### src/rtl/tpm_response_builder.sv
// tpm_response_builder
//   Turns a completed TPM response into the byte stream sent back to the host.
//   It first emits the 10-byte big-endian header (tag, responseSize,
//   responseCode) and then passes the parameter bytes through.
//
//   Optional build macro: TPM_RSP_ERR_TRIM_EN. When it is defined, any response
//   with a non-zero response code is cut down to a header-only error reply.
//
// Ports
//   clock, reset      system clock; synchronous active-high reset
//   response_valid    one-cycle pulse: the response is complete
//   response_code     final TPM_RC to return
//   response_tag      TPM_ST tag to return
//   payload_size      number of parameter bytes that follow the header
//   pl_data/pl_valid  parameter byte source
//   pl_ready          parameter byte consumed this cycle
//   out_data/out_valid/out_last/out_ready   byte stream to the I/O FIFO
//   busy              a response is in progress
//   drop_err          one-cycle pulse: response_valid arrived while busy
module tpm_response_builder #(
  parameter int unsigned MAX_RSP_SIZE = 4096
) (
  input  logic        clock,
  input  logic        reset,
  input  logic        response_valid,
  input  logic [31:0] response_code,
  input  logic [15:0] response_tag,
  input  logic [15:0] payload_size,
  input  logic [7:0]  pl_data,
  input  logic        pl_valid,
  output logic        pl_ready,
  output logic [7:0]  out_data,
  output logic        out_valid,
  output logic        out_last,
  input  logic        out_ready,
  output logic        busy,
  output logic        drop_err
);

  localparam int unsigned HDR_LEN = 10;

  typedef enum logic [1:0] {S_IDLE, S_HDR, S_PAYLOAD, S_DRAIN} state_t;

  state_t      r_state;
  logic [3:0]  r_idx;
  logic [15:0] r_cnt;
  logic [15:0] r_len;
  logic [15:0] r_tag;
  logic [31:0] r_size;
  logic [31:0] r_rc;
  logic        r_drain;
  logic [7:0]  r_out_data;
  logic        r_out_valid;
  logic        r_out_last;
  logic        r_drop_err;

  logic [16:0] w_total;
  logic        w_oversize;
  logic        w_trim;
  logic [31:0] w_rc_n;
  logic [15:0] w_tag_n;
  logic [31:0] w_size_n;
  logic        w_hdr_fire;
  logic        w_pl_fire;
  logic        w_cnt_last;

  // Header byte selected by index, most significant byte of each field first.
  function automatic logic [7:0] hdr_byte(input logic [3:0]  idx,
                                          input logic [15:0] tag,
                                          input logic [31:0] size,
                                          input logic [31:0] rc);
    case (idx)
      4'd0:    hdr_byte = tag[15:8];
      4'd1:    hdr_byte = tag[7:0];
      4'd2:    hdr_byte = size[31:24];
      4'd3:    hdr_byte = size[23:16];
      4'd4:    hdr_byte = size[15:8];
      4'd5:    hdr_byte = size[7:0];
      4'd6:    hdr_byte = rc[31:24];
      4'd7:    hdr_byte = rc[23:16];
      4'd8:    hdr_byte = rc[15:8];
      4'd9:    hdr_byte = rc[7:0];
      default: hdr_byte = 8'h00;
    endcase
  endfunction

  // Header fields to latch, with oversize / error trimming applied.
  always_comb begin
    w_total    = 17'(payload_size) + 17'(HDR_LEN);
    w_oversize = 32'(w_total) > MAX_RSP_SIZE;
`ifdef TPM_RSP_ERR_TRIM_EN
    w_trim     = w_oversize || (response_code != 32'd0);
`else
    w_trim     = w_oversize;
`endif
    w_rc_n     = w_oversize ? 32'h0000_0095 : response_code;
    w_tag_n    = w_trim ? 16'h8001 : response_tag;
    w_size_n   = w_trim ? 32'(HDR_LEN) : 32'(w_total);
  end

  assign w_hdr_fire = r_out_valid && out_ready;
  assign w_cnt_last = (r_cnt == 16'(r_len - 16'd1));
  assign w_pl_fire  = pl_valid && pl_ready;

  // Control FSM plus the registered header output stage.
  always_ff @(posedge clock) begin
    if (reset) begin
      r_state     <= S_IDLE;
      r_idx       <= 4'd0;
      r_cnt       <= 16'd0;
      r_len       <= 16'd0;
      r_tag       <= 16'd0;
      r_size      <= 32'd0;
      r_rc        <= 32'd0;
      r_drain     <= 1'b0;
      r_out_data  <= 8'h00;
      r_out_valid <= 1'b0;
      r_out_last  <= 1'b0;
      r_drop_err  <= 1'b0;
    end else begin
      r_drop_err <= response_valid && (r_state != S_IDLE);
      case (r_state)
        S_IDLE: begin
          if (response_valid) begin
            r_tag       <= w_tag_n;
            r_size      <= w_size_n;
            r_rc        <= w_rc_n;
            r_len       <= payload_size;
            r_drain     <= w_trim;
            r_idx       <= 4'd0;
            r_cnt       <= 16'd0;
            r_out_data  <= w_tag_n[15:8];
            r_out_valid <= 1'b1;
            r_out_last  <= 1'b0;
            r_state     <= S_HDR;
          end
        end
        S_HDR: begin
          if (w_hdr_fire) begin
            if (r_idx == 4'd9) begin
              r_out_valid <= 1'b0;
              r_out_data  <= 8'h00;
              r_out_last  <= 1'b0;
              if (r_len == 16'd0)  r_state <= S_IDLE;
              else if (r_drain)    r_state <= S_DRAIN;
              else                 r_state <= S_PAYLOAD;
            end else begin
              r_idx      <= 4'(r_idx + 4'd1);
              r_out_data <= hdr_byte(4'(r_idx + 4'd1), r_tag, r_size, r_rc);
              // Byte 9 is the final byte only for a header-only response.
              r_out_last <= (r_idx == 4'd8) && (r_size == 32'(HDR_LEN));
            end
          end
        end
        S_PAYLOAD, S_DRAIN: begin
          if (w_pl_fire) begin
            if (w_cnt_last) begin
              r_cnt   <= 16'd0;
              r_state <= S_IDLE;
            end else begin
              r_cnt <= 16'(r_cnt + 16'd1);
            end
          end
        end
        default: r_state <= S_IDLE;
      endcase
    end
  end

  // Payload bytes pass straight through; everything else comes from registers.
  assign out_data  = (r_state == S_PAYLOAD) ? pl_data : r_out_data;
  assign out_valid = (r_state == S_PAYLOAD) ? pl_valid : r_out_valid;
  assign out_last  = (r_state == S_PAYLOAD) ? (pl_valid && w_cnt_last) : r_out_last;
  assign pl_ready  = (r_state == S_PAYLOAD) ? out_ready : (r_state == S_DRAIN);
  assign busy      = (r_state != S_IDLE);
  assign drop_err  = r_drop_err;

endmodule
### config.mk
export PLATFORM = sky130hd
export DESIGN_NAME = tpm_response_builder
export DESIGN_NICKNAME = d
export VERILOG_FILES = /design/src/rtl/tpm_response_builder.sv
export SDC_FILE = /design/constraint.sdc
export NUM_CORES = 1
export LEC_CHECK = 0
export CORE_ASPECT_RATIO = 0.6
export CORE_MARGIN = 2
export CORE_UTILIZATION = 55
export CTS_BUF_LIST = sky130_fd_sc_hd__clkbuf_8
export DETAILED_ROUTE_END_ITERATION = 8
export PLACE_DENSITY = 0.81
export SLEW_MARGIN = 0
export SYNTH_ARGS = -nofsm -noshare
export SYNTH_HDL_FRONTEND = slang
export SYNTH_SLANG_ARGS = --single-unit
export TNS_END_PERCENT = 50
### constraint.sdc
create_clock -name clock -period 2.75 [get_ports clock]
set_input_delay 0.55 -clock clock [delete_from_list [all_inputs] [get_ports clock]]
set_output_delay 0.55 -clock clock [all_outputs]
set_load 0.03 [all_outputs]
==> results of run 1 <==
[metrics by stage]
step | setup WS, ps | TNS (ps)
CTS | -311 | -311
finish | -340 | -794
global route | -388 | -1990
floorplan | 68.8 | 0
global placement | -704 | -43020
detailed placement | -750 | -45260
[flip-flops by register name (all words and copies together) (netlist names), 2 cells and up]
register	cells
r_size	17
r_out_data	8
r_idx	4
r_len	16
r_tag	16
r_cnt	16
r_rc	32
r_state	2
[area by class of cell]
class | count | area [µm²]
multi-input cells | 497 | 3620
fillers | 714 | 2440
flip-flops and latches | 115 | 2320
repair buffers | 165 | 1540
clock buffers | 17 | 234
clock inverters | 15 | 208
well taps | 139 | 174
inverters | 16 | 60.1
[worst max-delay path by stage]
stage	from	end	slack, ps	depth (start not counted)
3_3_place_gp	payload_size[1]	r_tag[8]$_SDFFE_PP0P_	-700	9
4_1_cts	r_len[8]$_SDFFE_PP0P_	out_last	-310	8
5_1_grt	r_len[9]$_SDFFE_PP0P_	out_last	-390	8
3_5_place_dp	payload_size[1]	r_rc[8]$_SDFFE_PP0P_	-750	9
6_report	r_len[9]$_SDFFE_PP0P_	out_last	-340	8
2_1_floorplan	r_len[0]$_SDFFE_PP0P_	out_last	70	9
[kinds of logic after synthesis]
family                     after synthesis  synth area share
AOI/OAI and AO/OA                      208             0.263
xor gates and xnor gates                41            0.0598
adders and majority gates               10            0.0208
buffers and inverters                   58            0.0513
DFF                                    115             0.383
muxes                                   14            0.0250
and+or+nand+nor                        220             0.196
[cells in the mapped netlist (all sizes together), types with 14 or more instances]
cell | count | area, µm²
xor2 | 18 | 158
nand3 | 14 | 70.1
a21oi | 44 | 224
o21ai | 23 | 119
inv | 15 | 56.3
nand2 | 62 | 233
dfxtp | 115 | 2300
nor3 | 26 | 151
clkbuf | 28 | 105
a22o | 68 | 656
nor2 | 53 | 240
xnor2 | 23 | 201
buf | 14 | 143
[routing by layer]
metal | share of wire | routed length (µm) | up-vias
met5 | 0 | 0 | -
met4 | 0.028 | 585 | 0
met1 | 0.45 | 9290 | 2958
met3 | 0.11 | 2380 | 73
li1 | - | - | 2778
met2 | 0.41 | 8480 | 400
[where the power goes]
part	switching, mW	internal [mW]
logic	1.41	1.05
clock network	0.782	0.993
registers	0.176	1.82
[critical path: stages, from the launching register on]
cell     delay [ps]
dfxtp_4         380
or3_4           430
nor3_4          150
xnor2_1         100
o41ai_2         400
buf_4           210
nand4_1         120
o21ai_2         160
buf_6           150
[repair_timing]
item,4_1_cts,5_1_grt
buffers inserted,9,6
endpoints found under the setup margin,63,66
cloned,4,0
pin swaps,9,10
resized for setup,33,24
==> flow_summary_export.csv, run 1 <==
group,metric,value,unit
run_status,status,"finished, violations left",
run_status,violations,"negative setup slack",
grt,grt_pass1_vias,5648,
cells_and_area,final_cell_area,0.00815,mm²
sta,max_freq,0.324,GHz
worst_hold_path,min_path_cells,2,
yosys,syn_avg_cell_area,9.02,µm²
cells_and_area,utilization,0.769,
placement,hpwl,13600,µm
clock_tree,path_clk_slew,70,ps
routing,dr.pass1.iters,5,
worst_setup_path,r2r-end,"r_out_data[4]$_SDFFE_PP0P_",
sta,finalHoldViolations,0,
floorplan,core,0.0106,mm²
cells_and_area,num_antenna_cells,0,
yosys,synth-edff-count,0,
clock_tree,clk_path_buf_depth,2,
grt,grt_max_degree,54,
grt,antenna_found_initial,0,
cells_and_area,stdcell_count,964,
grt,top_usage_layer,"met1",
clock_tree,hold_buffers,0,
grt,grt_pass1_wl,31200,µm
pwr,irDropWorstVdd,0.815,mV
floorplan,die_h,84.9,µm
flow_run,maxCapViolCount,0,
worst_setup_path,reg2regPathDepth,8,
clock_tree,cts_buffers,17,
sta,period_share,1.12,
routing,antenna_left,0,
cells_and_area,nets,899,
sta,hold_slack,475,ps
yosys,synthArstFlopShare,0,
clock_tree,cts_tree,"yes",
worst_setup_path,rr_startpoint,"r_idx[0]$_SDFFE_PP0P_",
placement,io_buffers,89,
worst_setup_path,cp_data_required_time,2200,ps
cells_and_area,final_common_cell,"dfxtp_1",
cells_and_area,syn_to_final_growth,35.8,%
routing,drtIter0Drc,825,
worst_setup_path,ff2ff_setup_slack,60,ps
routing,wl_per_cell,21.5,µm
yosys,synth_nets,753,
yosys,syn-instance-count,666,
clock_tree,htreeDepth,4,
sta,fin_ws,-340,ps
yosys,synth-seq-cells,115,
cells_and_area,final_cell_mix,"dfxtp_1, clkdlybuf4s50_1, buf_4",
routing,routed_via_density,6.44,
routing,drc,0,
floorplan,start_util,0.567,
routing,wirelength,20700,µm
sta,finalSetupViolCount,12,
pwr,power,6.23,mW
worst_setup_path,critPathKind,"reg -> out",
placement,dp_cells,914,
worst_hold_path,worstHoldStart,"r_tag[15]$_SDFFE_PP0P_",
grt,grt_overflow,0,
sta,worst_clock_skew,17.0,ps
clock_tree,cts.sinks,115,
clock_tree,clk_latency,450,ps
placement,place_area,0.00733,mm²
grt,met1_usage,0.511,
sta,drv_slew,0,
grt,use_met3,0.0897,
worst_setup_path,arrival,2540,ps
grt,grt_use_total,0.340,
yosys,ys_seq_area_frac,0.383,
floorplan,ios,90,
floorplan,die_x,139,µm
grt,gr-usage-met2,0.476,
pwr,power.density,764,mW/mm²
clock_tree,root_buffer,"clkbuf_8",
placement,gp_congestion,0.945,
yosys,synthDistinctLibCells,75,
worst_hold_path,hp-class,"reg -> reg",
pwr,p_leak,3.18,nW
sta,rsz0062_at_grt,"true",
yosys,mappedNetlistArea,0.00600,mm²
routing,vias,6209,
sta,min_period,3090,ps
worst_setup_path,cp_max_fo,8,
floorplan,die-area,0.0118,mm²
yosys,ys.flop_type,"dfxtp_1",
worst_setup_path,setup.worst_path.start_class,"flop",
cells_and_area,drive_gt1_frac,0.288,
sta,slew_headroom,0.481,
sta,tightest_slew,776,ps
worst_setup_path,end_kind,"primary output",
worst_hold_path,whs_endpoint,"r_tag[15]$_SDFFE_PP0P_",
floorplan,rows,29,
yosys,yosysWarningCount,0,
Note: power is estimated with default switching activity, not from simulation.
==> run 2, diff against run 1 <==
Settings changed: CTS_BUF_LIST sky130_fd_sc_hd__clkbuf_8 to sky130_fd_sc_hd__clkbuf_4.
==> run 2 against run 1 <==
Against the previous run:
- largest power group unchanged
- cell count down 0.83%
- critical path depth up 2
- final area down 3.3%
- core utilization down 2.5 points
- first-iteration DRC count down 4.7%
- critical path type unchanged
- via count down 1.8%
- the run still ends with negative setup slack left
==> flow_summary_export.csv, run 2 (same netlist as run 1, synthesis figures left out) <==
group,metric,value,unit
floorplan,die_x,139,µm
worst_setup_path,cp_max_fo,4,
worst_hold_path,hp-class,"reg -> reg",
clock_tree,clk_latency,540,ps
worst_setup_path,arrival,2680,ps
cells_and_area,stdcell_count,956,
floorplan,die_h,84.9,µm
placement,hpwl,13600,µm
grt,grt_overflow,0,
worst_setup_path,cp_data_required_time,2200,ps
cells_and_area,final_cell_area,0.00789,mm²
sta,fin_ws,-479,ps
worst_hold_path,worstHoldStart,"r_tag[15]$_SDFFE_PP0P_",
floorplan,die-area,0.0118,mm²
cells_and_area,drive_gt1_frac,0.272,
floorplan,ios,90,
worst_setup_path,crit_chain,"inv_2 > ha_4 > buf_4 > o21ba_2 > a22oi_1 > o22ai_2 > nor4_4 > nand4_1 > o21ai_2 > buf_6",
grt,grt_use_total,0.328,
placement,dpl_worst_slack,-750,ps
cells_and_area,nets,891,
clock_tree,htreeDepth,4,
routing,routed_via_density,6.38,
clock_tree,cts_tree,"yes",
routing,antenna_left,0,
floorplan,start_util,0.567,
clock_tree,clk_path_buf_depth,2,
clock_tree,cts.sinks,115,
placement,dp_cells,914,
run_status,violations,"negative setup slack",
sta,max_freq,0.310,GHz
cells_and_area,num_antenna_cells,0,
sta,tightest_slew,671,ps
sta,worst_clock_skew,32.1,ps
routing,dr.pass1.iters,5,
clock_tree,cts_buffers,17,
placement,gp_congestion,0.945,
grt,antenna_found_initial,0,
cells_and_area,largest_reg_flops,32,
cells_and_area,syn_to_final_growth,31.3,%
grt,grt_pass1_vias,5505,
cells_and_area,top_regs,"r_rc x32, r_size x17",
sta,drv_slew,0,
worst_setup_path,end_kind,"primary output",
pwr,irDropWorstVdd,0.765,mV
flow_run,maxCapViolCount,0,
placement,place_area,0.00733,mm²
floorplan,rows,29,
routing,vias,6097,
routing,wl_per_cell,20.7,µm
pwr,p_leak,3.06,nW
cells_and_area,final_common_cell,"dfxtp_1",
clock_tree,root_buffer,"clkbuf_4",
sta,finalHoldViolations,0,
placement,io_buffers,89,
worst_setup_path,critPathMaxStageDelay,370,ps
sta,finalSetupViolCount,1,
clock_tree,path_clk_slew,130,ps
grt,grt_max_degree,54,
sta,slew_headroom,0.551,
floorplan,core,0.0106,mm²
clock_tree,hold_buffers,0,
worst_setup_path,critPathKind,"reg -> out",
routing,wirelength,19800,µm
worst_setup_path,worst_path_dominant_cell_family,"compound AO/OA/AOI/OAI gates",
run_status,status,"finished, violations left",
worst_setup_path,rr_startpoint,"r_idx[0]$_SDFFE_PP0P_",
pwr,power.density,745,mW/mm²
worst_setup_path,worst-path-buf-inv,3,
worst_setup_path,cp-startpoint,"r_len[0]$_SDFFE_PP0P_",
worst_setup_path,setup.worst_path.start_class,"flop",
sta,rsz0062_at_grt,"true",
cells_and_area,largest_register,"r_rc",
grt,grt_pass1_wl,30300,µm
routing,drc,0,
sta,period_share,1.17,
routing,drtIter0Drc,786,
sta,min_period,3230,ps
cells_and_area,final_cell_mix,"dfxtp_1, clkdlybuf4s50_1, buf_4",
worst_setup_path,crit_path_top_delay_cell,"dfxtp_2",
[run 2: changes by cell type in the layout (fill, tap and decap cells not counted), moves of 2 or more]
cell | before | now
dfxtp_1 | 105 | 108
buf_12 | 6 | 3
nor3_1 | 19 | 21
dfxtp_2 | 9 | 6
nor3_2 | 5 | 3
clkdlybuf4s50_1 | 76 | 79
clkbuf_8 | 17 | 0
buf_4 | 70 | 66
clkbuf_4 | 0 | 17
dlymetal6s2s_1 | 4 | 1
[run 2: worst paths after layout]
kind,end,cells after the start,slack [ps]
min,r_tag[15]$_SDFFE_PP0P_,2,480
min reg2reg,r_tag[15]$_SDFFE_PP0P_,2,480
max,out_last,10,-480
max reg2reg,r_out_data[4]$_SDFFE_PP0P_,8,20
[run 2: power breakdown]
part | switching [mW] | internal, mW
sequential | 0.174 | 1.82
combinational | 1.38 | 1.03
clock | 0.739 | 0.728
total | 2.29 | 3.58
[run 2: routing by layer]
metal	GRT usage	vias up	part of all wire
met5	0	-	0
met4	0.0946	0	0.015
met3	0.0717	32	0.12
met2	0.446	397	0.41
met1	0.513	2904	0.46
li1	-	2764	-
[run 2: final cells by class]
class | instances | area [µm²]
clock buffer | 17 | 128
clock inverter | 15 | 208
inverter | 16 | 60.1
timing repair buffer | 158 | 1440
fill | 784 | 2710
sequential | 115 | 2310
tap | 139 | 174
multi-input combinational | 496 | 3560
[run 2: worst register-to-register path: cells and delay by family, from the launching register on]
| kind | cells | cell delay [ps] |
|---|---|---|
| buffers and inverters | 1 | 240 |
| flip-flops | 1 | 580 |
| AND/OR/NAND/NOR | 1 | 100 |
| adder cells (fa/ha/maj) | 1 | 440 |
| AO/OA/AOI/OAI | 5 | 1290 |
[run 2: timing repair]
| action | 4_1_cts | 5_1_grt |
|---|---|---|
| setup endpoints to repair | 63 | 41 |
| gates resized for setup | 32 | 11 |
| setup buffers | 7 | 1 |
| cloned | 2 | 1 |
| pin swaps | 12 | 5 |
[run 2: per-stage QoR]
stage	util	power, mW	hold WS [ps]	TNS [ps]
after global routing	0.744	6.09	506	-971
final	0.744	5.87	480	-479
after floorplan	-	3.28	437	0
after detailed placement	0.691	4.21	463	-45260
after CTS	0.738	5.75	479	-716
after global placement	0.691	4.16	459	-43020
